File: src/rtl/inst_fetch.sv
// Instruction fetch sequencer: drives a 1-cycle registered instruction memory
// and hands words to decode over valid/ready, with a one-entry skid buffer.
module inst_fetch #(
   parameter logic [15:0] RESET_PC = 16'h0000
) (
   input  logic        clk,
   input  logic        rst_n,
   output logic [15:0] mem_addr,
   input  logic [15:0] mem_inst,
   input  logic        redirect_valid,
   input  logic [15:0] redirect_pc,
   output logic        out_valid,
   input  logic        out_ready,
   output logic [15:0] out_inst,
   output logic [15:0] out_pc
);

   logic [15:0] fetch_pc;
   logic [15:0] req_pc;
   logic        req_valid;
   logic        skid_valid;
   logic [15:0] skid_inst;
   logic [15:0] skid_pc;

   logic [15:0] tgt_pc;
   logic        do_redir;
   logic        do_fill;
   logic        do_drain;

   assign tgt_pc   = redirect_pc & 16'hFFFE;
   assign do_redir = redirect_valid;
   assign do_fill  = ~redirect_valid & ~skid_valid;
   assign do_drain = ~redirect_valid & skid_valid;

   // Address select: redirect target, reissue of the held word, or next sequential
   always_comb begin
      mem_addr = fetch_pc;
      unique case (1'b1)
         do_redir: mem_addr = tgt_pc;
         do_drain: mem_addr = req_pc;
         do_fill:  mem_addr = fetch_pc;
      endcase
   end

   // Output mux: skid word has priority over the word arriving from memory
   always_comb begin
      out_valid = (skid_valid | req_valid) & ~redirect_valid;
      out_inst  = mem_inst;
      out_pc    = req_pc;
      if (skid_valid) begin
         out_inst = skid_inst;
         out_pc   = skid_pc;
      end
   end

   // Sequencing state: memory request tracking, fetch pointer and skid buffer
   always_ff @(posedge clk or negedge rst_n) begin
      if (!rst_n) begin
         fetch_pc   <= RESET_PC;
         req_pc     <= 16'h0000;
         req_valid  <= 1'b0;
         skid_valid <= 1'b0;
         skid_inst  <= 16'h0000;
         skid_pc    <= 16'h0000;
      end else begin
         req_pc    <= mem_addr;
         req_valid <= 1'b1;
         unique case (1'b1)
            do_redir: begin
               fetch_pc   <= tgt_pc + 16'd2;
               skid_valid <= 1'b0;
            end
            do_fill: begin
               fetch_pc <= fetch_pc + 16'd2;
               if (req_valid && !out_ready) begin
                  skid_valid <= 1'b1;
                  skid_inst  <= mem_inst;
                  skid_pc    <= req_pc;
               end
            end
            do_drain: begin
               if (out_ready) begin
                  skid_valid <= 1'b0;
               end
            end
         endcase
      end
   end

endmodule

File: config.mk
export PLATFORM = sky130hd
export DESIGN_NAME = inst_fetch
export DESIGN_NICKNAME = d
export VERILOG_FILES = /design/src/rtl/inst_fetch.sv
export SDC_FILE = /design/constraint.sdc
export NUM_CORES = 1
export LEC_CHECK = 0
export BUFFER_PORTS_ARGS = -buffer_cell sky130_fd_sc_hd__buf_2
export CAP_MARGIN = 20
export CORE_UTILIZATION = 45
export DETAILED_ROUTE_END_ITERATION = 7
export PLACE_DENSITY = 0.71
export SYNTH_ARGS = -nofsm -noshare
export SYNTH_HDL_FRONTEND = slang
export SYNTH_SLANG_ARGS = --single-unit
File: constraint.sdc
create_clock -name clk -period 2.2 [get_ports clk]
set_input_delay 0.11 -clock clk [delete_from_list [all_inputs] [get_ports clk]]
set_output_delay 0.11 -clock clk [all_outputs]
set_load 0.02 [all_outputs]
# Word level (Yosys, flattened, before mapping)
# Cells that the tools add are included.
# Widths: inputs -> output; s select.
word_totals:
  register_bits: 66
  input_bits: 36
  out_inout_bits: 49
op_classes:
  add_sub_neg: 2
  eq_ne: 2
  muxes: 7
  bitwise_logic: 6
  n_reduce_logical: 5
op_table:
  columns: ["operator", "count"]
  rows:
  - ["$pmux 16 s3", 1]
  - ["$add 16x2->16 const B", 2]
  - ["$mux 16", 2]
  - ["$pmux 16 s2", 1]
  - ["$reduce_and 2->1", 2]
  - ["$and 1x1->1", 3]
  - ["$pmux 1 s3", 1]
  - ["$mux 1", 2]
  - ["$ne 2x1->1 const B", 1]
  - ["$ne 2x2->1 const B", 1]
  - ["$not 1->1", 2]
  - ["$reduce_bool 2->1", 1]
  - ["$logic_and 1x1->1", 1]
  - ["$logic_not 1->1", 1]
  - ["$or 1x1->1", 1]

# Logic depth before layout (Yosys ltp)
logic_depth:
  depth_word: 4
  depth_mapped: 10
  mapped_depth_nobuf: 8

# Least setup slack after synthesis
# OpenSTA, ideal clock, no wires.
synth_timing:
  path_type: "flip-flop to flip-flop"
  from: "register skid_valid"
  to: "register fetch_pc[15]"
  arrival_time_ns: 2.087
  required_ns: 2.099
  path_slack_ns: 0.012
  path_stages_with_launch: 10
  path_buffers: 1
  path_cell_list: "dfrtp_1 or2_1 clkbuf_1 mux2_2 ha_1 o211ai_1 nand2_1 and4_1 and3_1 o311ai_2"
synth_between:
  elab_chain_cells: 3
  elab_cells_between_ends: 4
  classes_between: "1 x mux; 2 x bitwise; 1 x reduce/logical"
synth_lines:
  columns: ["element", "line", "source"]
  rows:
  - ["start, declared", "21", "logic skid_valid;"]
  - ["start signal, assigned", "62", "skid_valid <= 1'b0;"]
  - ["start signal, assigned", "71", "skid_valid <= 1'b0;"]
  - ["start signal, assigned", "76", "skid_valid <= 1'b1;"]
  - ["$not 1->1 (*)", "32", "assign do_fill = ~redirect_valid & ~skid_valid;"]
  - ["$and 1x1->1 (*)", "32", null]
  - ["$pmux 16 s2 or $reduce_bool 2->1 (tied branches)", null, null]
  - ["end signal, assigned", "70", "fetch_pc <= tgt_pc + 16'd2;"]
  - ["end signal, assigned", "74", "fetch_pc <= fetch_pc + 16'd2;"]
  - ["end, declared", "18", "logic [15:0] fetch_pc;"]
# Every way passes the cells marked *; elsewhere a longest branch is shown, timed or not.
# A chain may end at the register's enable or synchronous reset.

# Worst setup path in the final report
# Same ends and word-level chain as after synthesis.

==> impl_metrics.yaml <==
setup_path:
  crit_fanout: 5
  cp_num_buf_inv: 1
  r2r_end: "fetch_pc[15]"
  cp-start-kind: "flip-flop"
  r2r_setup_slack_ns: 0.005
  end_kind: "flip-flop"
  cp.required_ns: 2.44
  cp_top_family: "simple AND/OR/NAND/NOR gates"
  worstSetupPathDepth: 9
  cp_data_arrival_time_ns: 2.44
  cp_slowest_stage_delay_ns: 0.45
  crit_path_cell_trace: "or2_4 -> mux2_4 -> ha_4 -> nand4bb_1 -> buf_4 -> nand2_2 -> and4_4 -> and3_1 -> o311ai_2"
  crit_type: "reg -> reg"
  rr_startpoint: "skid_valid"
  critPathSlowestCell: "dfrtp_2"
  critPathCapture: "fetch_pc[15]"
  startpoint: "skid_valid"
  reg2reg_depth: 9
final_layout:
  layout-drive-gt1-share_pct: 48.09
  finish.instance_area_mm2: 0.004588
  nFillCells: 670
  fin_nets: 450
  area_growth_pct: 25.58
  antenna_cells: 0
routing:
  totalWireLength_um: 8034
  drtPass1Iterations: 4
  wl_per_cell_um: 15.45
  drc_errors: 0
  via_count: 2767
  vias_per_cell: 5.321
  ant_nets: 0
  drtIter0Drc: 138
clock_tree:
  clkLatencyLatePin_ns: 0.33
  clock_sinks: 65
  cts_tree: "built"
  clk_path_buf_depth: 2
  htree_levels: 3
  clk_pin_slew_ns: 0.07
  numCtsBuffers: 9
  clockRootBuffer: "clkbuf_8"
global_route:
  track_usage_pct: 19.79
  antenna_found_initial: 0
  grt-ovfl-total: 0
  grt_max_degree: 60
  grt_pass1_vias: 2701
  grt_pass1_wl_um: 13110
sta:
  worst_pin_slew_ns: 0.5671
  fmax_mhz: 455.5
  hold_violations: 0
  slew_headroom_pct: 62.19
  fin_crit_sh_pct: 99.78
  rsz0062_at_grt: "yes"
  hold_ws_ns: 0.01866
  finalCriticalPeriod_ns: 2.195
  slew_viol_final: 0
  setup_viol: 0
  clock_skew_ns: 0.004493
  setup_ws_ns: 0.004830
die:
  ios: 85
  num_rows: 32
  dieHeight_um: 92.11
  core_area_mm2: 0.007807
  die_area_mm2: 0.008483
  die_width_um: 92.11
  initial_core_util_pct: 46.79
placement:
  place_congestion: 0.7768
  pre_cts_slack_ns: -0.03810
  port_buffers: 83
  dpl_cell_area_mm2: 0.004259
  dpl.hpwl_um: 5456
min_path:
  hold_class: "in -> reg"
power_and_ir_drop:
  power.density_mw_per_mm2: 742.1
  peakVddDrop_uv: 410.1
  leakage_uw: 0.002017
synthesis:
  yosysUniqueCellTypes: 44
  ys_warn_count: 0
  synth_seq_cells: 65
  synth-edff-count: 0
  postSynthAreaPerCell_um2: 11.64
  ys_async_sr_fraction_pct: 100.0
  seq_area_frac_synth_pct: 44.52
  synthesis.nets: 351
  synth_cells: 314
  synth_area_mm2: 0.003654
  ys.flop_type: "dfrtp_1"
status:
  outcome: "finished clean"
flow_run:
  cap_violations: 0
power breakdown:
| part | leakage, uW | switching [uW] | internal (uW) |
|---|---|---|---|
| sequential | 0.000780 | 138 | 1410 |
| combinational | 0.00114 | 445 | 426 |
| clock | 0.0000974 | 436 | 552 |
logic make-up (layout without fill, tap and decap cells):
family          count (synthesis)  in the layout  share of synthesized area (%)
other cells                     1              1                         0.1026
xor+xnor                       25             25                          5.993
compound gates                 41             41                          7.774
flops                          65             65                          44.52
simple gates                   66             66                          10.62
mux                            91             91                          27.23
fa+ha+maj                       1              1                         0.3424
buf+inv                        24            128                          3.425
worst register-to-register path, stage by stage, from the launching register on:
cell and delay [ns]:
dfrtp_2 0.45, or2_4 0.26, mux2_4 0.31, ha_4 0.17
nand4bb_1 0.12, buf_4 0.12, nand2_2 0.09, and4_4 0.21
and3_1 0.18, o311ai_2 0.20
flip-flops by register name, indices dropped and copies added, names as in the netlist:
signal,count
fetch_pc,15
req_pc,16
req_valid,1
skid_inst,16
skid_pc,16
skid_valid,1
cell usage in the layout (no fill, tap or decap), types with 2 or more instances in the layout:
| cell | synthesis | final |
|---|---|---|
| nand2_1 | 26 | 24 |
| nor2b_1 | 2 | 2 |
| dlygate4sd3_1 | 0 | 4 |
| a22oi_2 | 2 | 2 |
| xor2_1 | 19 | 19 |
| nand4bb_1 | 7 | 7 |
| nand3_1 | 8 | 8 |
| buf_4 | 1 | 19 |
| clkbuf_8 | 0 | 10 |
| mux2_2 | 66 | 65 |
| dfrtp_1 | 65 | 64 |
| buf_12 | 0 | 3 |
| nor2_1 | 4 | 4 |
| a22oi_1 | 2 | 2 |
| nand4_1 | 5 | 5 |
| o21ai_1 | 2 | 3 |
| o211ai_1 | 7 | 7 |
| mux2i_1 | 24 | 24 |
| xnor2_1 | 6 | 6 |
| inv_1 | 2 | 2 |
| clkbuf_1 | 5 | 3 |
| o21ai_0 | 19 | 18 |
| clkinv_2 | 0 | 2 |
| a21oi_1 | 3 | 3 |
| buf_2 | 13 | 83 |
metrics by stage:
step / util (%) / TNS, ns / std cells / total power [uW]
after floorplan: - / 0 / 314 / 2116
after global placement: 54.55 / 0 / 495 / 2362
after detailed placement: 54.55 / -0.06378 / 495 / 2407
after CTS: 57.87 / 0 / 516 / 3430
after global routing: 58.77 / -0.3593 / 520 / 3613
final: 58.77 / 0 / 520 / 3405
worst min path at each step:
stage                 startpoint             to  slack (ns)  depth (start not counted)
floorplan                  rst_n   fetch_pc[10]       -0.19                          0
global placement           rst_n  skid_inst[12]        0.13                          1
finish               mem_inst[5]   skid_inst[5]        0.02                          2
CTS                  mem_inst[3]   skid_inst[3]      0.0003                          2
global route        mem_inst[12]  skid_inst[12]       0.001                          2
detailed placement         rst_n  skid_inst[12]        0.13                          1
Yosys cell counts (2+ instances only):
| cell type | number | area [um2] |
|---|---|---|
| clkbuf_1 | 5 | 18.77 |
| or3b_1 | 2 | 17.52 |
| o21ai_1 | 2 | 10.01 |
| mux2_2 | 66 | 743.2 |
| nor2b_1 | 2 | 12.51 |
| nand2_1 | 26 | 97.59 |
| xnor2_1 | 6 | 52.55 |
| a21oi_1 | 3 | 15.01 |
| inv_1 | 2 | 7.510 |
| nand3_1 | 8 | 40.04 |
| a22oi_1 | 2 | 15.01 |
| nor3b_1 | 2 | 15.01 |
| mux2i_1 | 24 | 240.2 |
| buf_2 | 13 | 65.06 |
| nand4bb_1 | 7 | 78.83 |
| nor2_1 | 4 | 15.01 |
| nand4_1 | 5 | 31.28 |
| a22oi_2 | 2 | 25.02 |
| buf_6 | 2 | 22.52 |
| o21ai_0 | 19 | 95.09 |
| xor2_1 | 19 | 166.4 |
| dfrtp_1 | 65 | 1627 |
| o211ai_1 | 7 | 52.55 |
layout make-up:
class                      instances  area (um2)  share of cell area, %
clock buffer                      13       148.9                  3.245
clock inverter                     3       40.04                 0.8726
sequential                        65        1628                  35.48
timing repair buffer             110       683.2                  14.89
inverter                           2       7.507                 0.1636
tap                              102       127.6                  2.782
multi-input combinational        225        1953                  42.57
timing repair:
action	4_1_cts	5_1_grt
hold buffers	4	0
buffers inserted	1	3
endpoints found under the hold margin	25	0
setup endpoints to repair	4	5
pin swaps	3	8
gates resized for setup	6	6
cloned	0	1
layer usage:
| metal | vias to the layer above | GRT usage [%] | routed length (um) |
|---|---|---|---|
| met5 | - | 0 | 0 |
| met4 | 0 | 6.771 | 94 |
| met3 | 6 | 4.975 | 338 |
| met2 | 60 | 31.97 | 3834 |
| met1 | 1358 | 25.82 | 3767 |
| li1 | 1343 | - | - |
Note: power is estimated with default switching activity, not from simulation.
